$ cat src/rtl/result_byte_streamer.sv
// Return-path serializer: buffers result words in a small FIFO and streams them to the
// manta UART bridge as framed bytes (SYNC_BYTE, then each word low byte first).
module result_byte_streamer #(
    parameter int          WORD_WIDTH  = 16,
    parameter int          FIFO_DEPTH  = 8,
    parameter int          FRAME_WORDS = 4,
    parameter logic [7:0]  SYNC_BYTE   = 8'hA5
) (
    input  logic                          clk_100mhz,
    input  logic                          sys_rst_n,
    input  logic [WORD_WIDTH-1:0]         word_in,
    input  logic                          word_valid,
    output logic                          word_ready,
    output logic [7:0]                    byte_out,
    output logic                          out_trigger,
    input  logic                          out_ready,
    output logic                          all_out_ready,
    output logic [$clog2(FIFO_DEPTH):0]   fifo_count
);

    localparam int CW    = $clog2(FIFO_DEPTH) + 1;
    localparam int AW    = (FIFO_DEPTH > 1) ? $clog2(FIFO_DEPTH) : 1;
    localparam int BYTES = WORD_WIDTH / 8;
    localparam int BW    = (BYTES > 1) ? $clog2(BYTES) : 1;
    localparam int WW    = (FRAME_WORDS > 1) ? $clog2(FRAME_WORDS) : 1;

    typedef enum logic [1:0] {
        IDLE,
        SYNC,
        SEND,
        DONE
    } state_t;

    state_t                state;
    state_t                state_next;

    logic [WORD_WIDTH-1:0] mem [FIFO_DEPTH];
    logic [AW-1:0]         wr_ptr;
    logic [AW-1:0]         rd_ptr;
    logic [WORD_WIDTH-1:0] head;
    logic                  push;
    logic                  pop;

    logic [WORD_WIDTH-1:0] sreg;
    logic [BW-1:0]         byte_idx;
    logic [WW-1:0]         word_idx;

    logic                  fire;
    logic                  last_byte;
    logic                  last_word;
    logic                  emit;
    logic [7:0]            emit_byte;
    logic                  start_frame;
    logic                  next_word;
    logic                  shift_byte;
    logic                  frame_done;

    assign word_ready = (fifo_count != CW'(FIFO_DEPTH));
    assign push       = word_valid && word_ready;
    assign head       = mem[rd_ptr];

    // Storage array carries no reset; emptiness is defined purely by the pointers and count.
    always_ff @(posedge clk_100mhz) begin
        if (push) begin
            mem[wr_ptr] <= word_in;
        end
    end

    always_ff @(posedge clk_100mhz or negedge sys_rst_n) begin
        if (!sys_rst_n) begin
            wr_ptr     <= '0;
            rd_ptr     <= '0;
            fifo_count <= '0;
        end else begin
            if (push) begin
                wr_ptr <= (wr_ptr == AW'(FIFO_DEPTH - 1)) ? '0 : wr_ptr + AW'(1);
            end
            if (pop) begin
                rd_ptr <= (rd_ptr == AW'(FIFO_DEPTH - 1)) ? '0 : rd_ptr + AW'(1);
            end
            if (push && !pop) begin
                fifo_count <= fifo_count + CW'(1);
            end else if (!push && pop) begin
                fifo_count <= fifo_count - CW'(1);
            end
        end
    end

    always_ff @(posedge clk_100mhz or negedge sys_rst_n) begin
        if (!sys_rst_n) begin
            state <= IDLE;
        end else begin
            state <= state_next;
        end
    end

    // A byte may only go out when manta is ready and no trigger was issued last cycle,
    // which enforces the two-cycle minimum spacing between strobes.
    assign fire      = out_ready && !out_trigger;
    assign last_byte = (byte_idx == BW'(BYTES - 1));
    assign last_word = (word_idx == WW'(FRAME_WORDS - 1));

    always_comb begin
        state_next  = state;
        pop         = 1'b0;
        emit        = 1'b0;
        emit_byte   = sreg[7:0];
        start_frame = 1'b0;
        next_word   = 1'b0;
        shift_byte  = 1'b0;
        frame_done  = 1'b0;
        case (state)
            IDLE: begin
                if (fifo_count >= CW'(FRAME_WORDS)) begin
                    state_next = SYNC;
                end
            end
            SYNC: begin
                if (fire) begin
                    emit        = 1'b1;
                    emit_byte   = SYNC_BYTE;
                    pop         = 1'b1;
                    start_frame = 1'b1;
                    state_next  = SEND;
                end
            end
            SEND: begin
                if (fire) begin
                    emit = 1'b1;
                    if (!last_byte) begin
                        shift_byte = 1'b1;
                    end else if (last_word) begin
                        state_next = DONE;
                    end else begin
                        pop       = 1'b1;
                        next_word = 1'b1;
                    end
                end
            end
            DONE: begin
                frame_done = 1'b1;
                state_next = IDLE;
            end
            default: begin
                state_next = IDLE;
            end
        endcase
    end

    always_ff @(posedge clk_100mhz or negedge sys_rst_n) begin
        if (!sys_rst_n) begin
            byte_out      <= '0;
            out_trigger   <= 1'b0;
            all_out_ready <= 1'b0;
            sreg          <= '0;
            byte_idx      <= '0;
            word_idx      <= '0;
        end else begin
            out_trigger   <= emit;
            all_out_ready <= frame_done;
            if (emit) begin
                byte_out <= emit_byte;
            end
            if (start_frame) begin
                sreg     <= head;
                byte_idx <= '0;
                word_idx <= '0;
            end else if (next_word) begin
                sreg     <= head;
                byte_idx <= '0;
                word_idx <= word_idx + WW'(1);
            end else if (shift_byte) begin
                sreg     <= sreg >> 8;
                byte_idx <= byte_idx + BW'(1);
            end
        end
    end

endmodule

$ cat config.mk
export PLATFORM = sky130hd
export DESIGN_NAME = result_byte_streamer
export DESIGN_NICKNAME = d
export VERILOG_FILES = /design/src/rtl/result_byte_streamer.sv
export SDC_FILE = /design/constraint.sdc
export NUM_CORES = 1
export LEC_CHECK = 0
export ABC_CLOCK_PERIOD_IN_PS = 5200
export BUFFER_PORTS_ARGS = -buffer_cell sky130_fd_sc_hd__buf_2
export CAP_MARGIN = 20
export CORE_MARGIN = 2
export CORE_UTILIZATION = 65
export CTS_BUF_LIST = sky130_fd_sc_hd__clkbuf_2 sky130_fd_sc_hd__clkbuf_4 sky130_fd_sc_hd__clkbuf_8
export DETAILED_ROUTE_END_ITERATION = 10
export GPL_TIMING_DRIVEN = 0
export HOLD_SLACK_MARGIN = 0.1
export PLACE_DENSITY_LB_ADDON = 0.1
export RECOVER_POWER = 50
export SLEW_MARGIN = 20
export SYNTH_ARGS = -nofsm -noshare
export SYNTH_HDL_FRONTEND = slang
export SYNTH_SLANG_ARGS = --single-unit
$ cat constraint.sdc
create_clock -name clk_100mhz -period 5.2 [get_ports clk_100mhz]
set_clock_uncertainty 0.2 [all_clocks]
set_input_delay 0.52 -clock clk_100mhz [delete_from_list [all_inputs] [get_ports clk_100mhz]]
set_output_delay 0.52 -clock clk_100mhz [all_outputs]
set_load 0.005 [all_outputs]
# ---- Word-level counts from Yosys, hierarchy flattened
# Memories as Yosys holds them, arrays and structs flattened.
# Cells that the tools add are included.
dict set report totals {
  word_cells 77
  output_inout_bits 15
  mem_count 1
  in_bits 20
  ramBits 128
  regBits 41
}
dict set report classes {
  n_lt_le_gt_ge 1
  n_addsub 6
  mux 34
  eq_ne 12
  n_reduce_logical 13
}
# name words width rd rd_ports_with_merged_regs write_ports line
set memory_table {}
lappend memory_table {mem 8 16 1 0 1 37} ;# logic [WORD_WIDTH-1:0] mem [FIFO_DEPTH];
# cell count
set ops {}
lappend ops {{two-way mux 16 bit} 3}
lappend ops {{two-way mux 1 bit} 16}
lappend ops {{two-way mux 8 bit} 2}
lappend ops {{two-way mux 2 bit} 7}
lappend ops {{!= test 2 bit (second input constant)} 5}
lappend ops {{two-way mux 4 bit} 2}
lappend ops {{one-hot mux 2 bit (4 select lines)} 1}
lappend ops {{adder 3 x 1 -> 3 bit (second input constant)} 2}
lappend ops {{== test 2 bit (second input constant)} 3}
lappend ops {{== test 3 bit (second input constant)} 2}
lappend ops {{two-way mux 3 bit} 2}
lappend ops {{AND reduction 5 bit} 1}
lappend ops {{adder 4 x 1 -> 4 bit (second input constant)} 1}
lappend ops {{>= comparator 4 x 3 -> 1 bit (second input constant)} 1}
lappend ops {{logical AND 1 bit} 4}
lappend ops {{!= test 4 bit (second input constant)} 1}
lappend ops {{nonzero test 2 bit} 2}
lappend ops {{subtractor 4 x 1 -> 4 bit (second input constant)} 1}
lappend ops {{zero test 1 bit} 3}
lappend ops {{nonzero test 3 bit} 1}
lappend ops {{adder 2 x 1 -> 2 bit (second input constant)} 1}
lappend ops {{== test 2 x 1 -> 1 bit (second input constant)} 1}
lappend ops {{zero test 2 bit} 1}
lappend ops {{one-hot mux 1 bit (2 select lines)} 1}
lappend ops {{other kinds (2)} 2}

# ---- Logic depth before layout (Yosys ltp)
dict set report logic_depth {
  word_depth 8
  ltp_mapped 13
}

# ---- Least setup slack after synthesis
# Ideal clock, no wire load.
dict set report synth_timing {
  kind {register to register}
  from {register fifo_count[3]}
  to {memory mem[0][0] (enable)}
  n_path_buf 0
  period_less_slack_ps 2927
  setup_time_ps 430
  path_stages_with_launch 4
  arrival_ps 2297
  setup_slack_ps 2273
  path_cell_list {dfrtp_1 > or4b_4 > nand2_2 > nor4_1}
}
dict set report synth_between {
  elab_chain_len 4
}
# element line
set synth_rtl {}
lappend synth_rtl {{from (decl)} 18} ;# output logic [$clog2(FIFO_DEPTH):0] fifo_count
lappend synth_rtl {{from (signal assigned)} 82} ;# fifo_count <= fifo_count + CW'(1);
lappend synth_rtl {{from (signal assigned)} 84} ;# fifo_count <= fifo_count - CW'(1);
lappend synth_rtl {{!= test 4 bit} 58} ;# assign word_ready = (fifo_count != CW'(FIFO_DEPTH));
lappend synth_rtl {{named net word_ready} 13} ;# output logic word_ready,
lappend synth_rtl {{logical AND 1 bit} 59} ;# assign push = word_valid && word_ready;
lappend synth_rtl {{two-way mux 1 bit} 64} ;# if (push) begin
lappend synth_rtl {{two-way mux 1 bit (not written as such)} 65} ;# mem[wr_ptr] <= word_in;
lappend synth_rtl {{to (decl)} 37}
# The timed path passes the listed nets, and every way through them passes these cells.

# ---- Worst setup path in the final report
dict set report layout_timing {
  from {register state[0]}
  to {register fifo_count[3]}
}
dict set report layout_between {
  elab_chain_len 5
  word_cells_on_any_way 8
  cone_classes {2 x eq/ne; 2 x mux; 4 x reduce/logical}
}
# element line
set layout_rtl {}
lappend layout_rtl {{from (decl)} 34} ;# state_t state;
lappend layout_rtl {{from (signal assigned)} 93} ;# state <= state_next;
lappend layout_rtl {{== test 2 bit / == test 2 x 1 -> 1 bit (equally long branches)} 112} ;# case (state)
lappend layout_rtl {{one-hot mux 1 bit (2 select lines) (*)} 112}
lappend layout_rtl {{zero test 1 bit} 81} ;# if (push && !pop) begin
lappend layout_rtl {{logical AND 1 bit} 81}
lappend layout_rtl {{two-way mux 4 bit / nonzero test 2 bit (equally long branches)} -}
# Every way passes the cells marked *; elsewhere a longest branch is shown, timed or not.
# A chain may end at the register's enable or synchronous reset.

==> summary.txt <==
STA
  – Slew margin rel.: -45.3%
  – Tmin final: 3.13 ns
  – Max-slew violations: 42
  – Worst slew pin tran: 2.18 ns
  – FMAX: 320 MHz
  – Hold WS: 0.220 ns
  – Final Cycle Share: 60.2%
  – Hold violation total from the final report: 0
  – Final setup violating endpoints: 0
  – RSZ-0062 raised after global routing: no
  – Post-Route Setup TNS: 0 ns

Critical path
  – Max Fanout on Critical Path: 10
  – Crit Path Class: reg -> reg
  – Worst setup EP type: flip-flop
  – Startpoint Class: flip-flop
  – Flop-to-flop setup slack: 2.07 ns
  – Worst EP arrival: 3.25 ns
  – Worst EP required: 5.32 ns

GRT
  – Initial antenna violation count: 0
  – Global route total overflow: 0
  – Largest net degree at the start of global routing: 42
  – Global-route wire length before repair: 20.1 mm
  – Gr usage total: 24.8%
  – Vias in the first global route: about 3.7k

Logic synthesis
  – Yosys cell types: 40
  – Synthesized flop and latch total: 169
  – Post-Syn Area per Cell: 17.8 um2
  – Seq/Total Area, Yosys: 71.0%
  – Ys flop type: edfxtp_1
  – EDFF count, synth: 128
  – Synth Cell Area: 0.00686 mm2
  – Post-synthesis async set-or-reset flop share: 24.3%
  – Syn Inst Count: between 300 and 400
  – Post-Syn Nets: around 420
  – Syn. warnings: 0

Die
  – Die width: roughly 110 um
  – Row cnt: 37
  – Die outline height: 107 um
  – I/O pin cnt: 35
  – Initial Utilization: 66.7%
  – Die area: 0.0114 mm2
  – Core ar.: between 0.01 and 0.015 mm2

Run status
  – Violations in the final reports: max-capacitance violations, max-slew violations
  – Outcome: finished, violations left

Layout
  – Area delta synth->final: 13.0%
  – Layout cells sized above 1: 24.2%
  – Layout Cells excl Fill: 602
  – Ant. Diodes: 0
  – Nets: 486
  – Post-layout util: approximately 75%

Clocking
  – TritonCTS buffer count: 17
  – Hold_buf cts: 1
  – TritonCTS clock tree: yes
  – Htree depth: 4
  – Clock Tree Root: clkbuf_8
  – Longest Clk Path Bufs: 2
  – Worst skew pair latency: ~0.44 ns
  – Clock sink count: 169
  – Setup Buffers After CTS: 0
  – Clock-pin slew on the worst setup and hold paths: 0.09 ns
  – PostCTS Resize Cnt: 0

Placement
  – Placed insts: 569
  – Gpl congestion: 0.771
  – # port buffers: 34
  – HPWL Detailed: 8.59 mm

Routing
  – DRT iter0 DRCs: 267
  – Pre-Repair DR Iteration Count: 6
  – DRC errors left: 0
  – Vias: approximately 3.6k
  – Final ANT Viol Nets: 0
  – Drt via density: 6.02
  – Routed WL: 12.7 mm
  – WL/cell: 21.2 um

Pwr
  – Clock network fraction of total power: 22.3%
  – Psw: approximately 1400 uW
  – Sw Ratio: a little under a third
  – Power per Cell Area: 550 mW/mm2
  – VDD IR max: 264 uV
  – Reg power frac: about 45%
  – Final Power: 4260 uW
  – Leak Pwr: 0.00283 uW
  – P_int: 2900 uW
  – Comb pwr share: 32.9%

Job
  – Max-Cap Viols: 1

Hold path
  – HP Class: in -> reg
## layout make-up
| cell class | count | area, um2 |
|---|---|---|
| clock buffers | 19 | 244 |
| repair buffers | 48 | 270 |
| plain buffers | 18 | 155 |
| flip-flops and latches | 169 | 4870 |
| well taps | 136 | 170 |
| fillers | 619 | 2530 |
| multi-input cells | 191 | 1840 |
| inverters | 8 | 30.0 |
| clock inverters | 13 | 166 |
## flip-flops by register name (all words and copies together) (netlist names)
| signal | count |
|---|---|
| word_idx | 2 |
| rd_ptr | 3 |
| sreg | 16 |
| byte_out | 8 |
| mem | 128 |
| byte_idx | 1 |
| fifo_count | 4 |
| wr_ptr | 3 |
| all_out_ready | 1 |
| state | 2 |
| out_trigger | 1 |
## logic make-up after synthesis
logic type	count (synthesis)	synth area share, %
AO/OA/AOI/OAI	50	4.78
XOR/XNOR	2	0.256
adder cells (fa/ha/maj)	13	2.48
buffers and inverters	26	2.70
flip-flops	169	71.0
multiplexers	48	13.5
AND/OR/NAND/NOR	78	5.29
## layer usage
layer | global-route usage [%] | part of all wire (%) | wire length, um
met1 | 33.7 | 42 | 5310
met2 | 40.0 | 50 | 6370
met3 | 5.41 | 5.8 | 737
met4 | 9.65 | 2.6 | 329
met5 | 0 | 0 | 0
## power by group through the flow
stage	combinational, uW	clock [uW]	sequential (uW)
5_1_grt	1550	1020	1940
4_1_cts	1420	962	1910
3_3_place_gp	1320	0	1920
3_5_place_dp	1410	0	1940
2_1_floorplan	999	0	1900
6_report	1400	950	1910
## cells in the mapped netlist, types with 7 or more instances
master | instances | share of area [%]
mux2_2 | 7 | 1.1
nor2b_1 | 10 | 0.91
dfrtp_1 | 41 | 15
edfxtp_1 | 128 | 56
o21ai_0 | 18 | 1.3
nor2_1 | 19 | 1.0
nand2_1 | 31 | 1.7
o31ai_1 | 9 | 0.99
nor3_1 | 8 | 0.58
a211oi_1 | 8 | 0.88
inv_1 | 8 | 0.44
mux4_1 | 9 | 3.4
ha_1 | 12 | 2.2
mux4_2 | 23 | 7.6
mux2i_1 | 9 | 1.3
## critical path: stages (launching register included)
cell	delay, ns
dfrtp_1	0.43
inv_1	0.11
ha_1	0.22
and3b_1	0.28
o21a_1	0.15
buf_6	0.14
nand2_1	0.13
ha_1	0.24
inv_1	0.15
ha_1	0.25
a21o_1	0.18
a2111oi_0	0.40
o31ai_1	0.13
## cell usage in the layout, fill, tap and decap left out, types with 3 or more instances in the layout
cell	Yosys	routed
dfrtp_1	41	41
clkbuf_8	1	18
a21oi_1	3	3
buf_2	3	19
nand2_1	31	31
inv_1	8	8
nor3_1	8	4
o31ai_1	9	9
mux4_1	9	9
mux2_2	7	7
mux2i_1	9	9
edfxtp_1	128	128
nor2b_1	10	10
o21ai_0	18	18
inv_6	0	3
bufinv_16	0	3
nand2b_1	6	6
buf_6	5	9
inv_4	0	3
clkinv_4	0	3
mux4_2	23	23
clkbuf_1	4	24
ha_1	12	12
buf_4	3	9
a211oi_1	8	8
nor2_1	19	16
nor3_2	0	4
## path summary, 6_finish.rpt
path,from,endpoint,cells past startpoint
hold reg to reg,byte_out[7]$_DFFE_PN0P_,byte_out[7]$_DFFE_PN0P_,2
hold / removal,word_in[13],mem[2][13]$_DFFE_PP_,1
min in group asynchronous,sys_rst_n,fifo_count[1]$_DFFE_PN0P_,2
max in group asynchronous,sys_rst_n,sreg[5]$_DFFE_PN0P_,2
setup reg to reg,state[0]$_DFFE_PN0P_,fifo_count[3]$_DFFE_PN0P_,12
setup / recovery,state[0]$_DFFE_PN0P_,fifo_count[3]$_DFFE_PN0P_,12
## per-stage QoR
stage / worst slack (ns) / cell area [um2]
floorplan: 2.27 / 6860
global placement: 0.623 / 7200
detailed placement: 2.08 / 7350
CTS: 2.04 / 7770
global route: 1.84 / 7750
finish: 2.07 / 7750
Power figures use the tool's default switching activity.
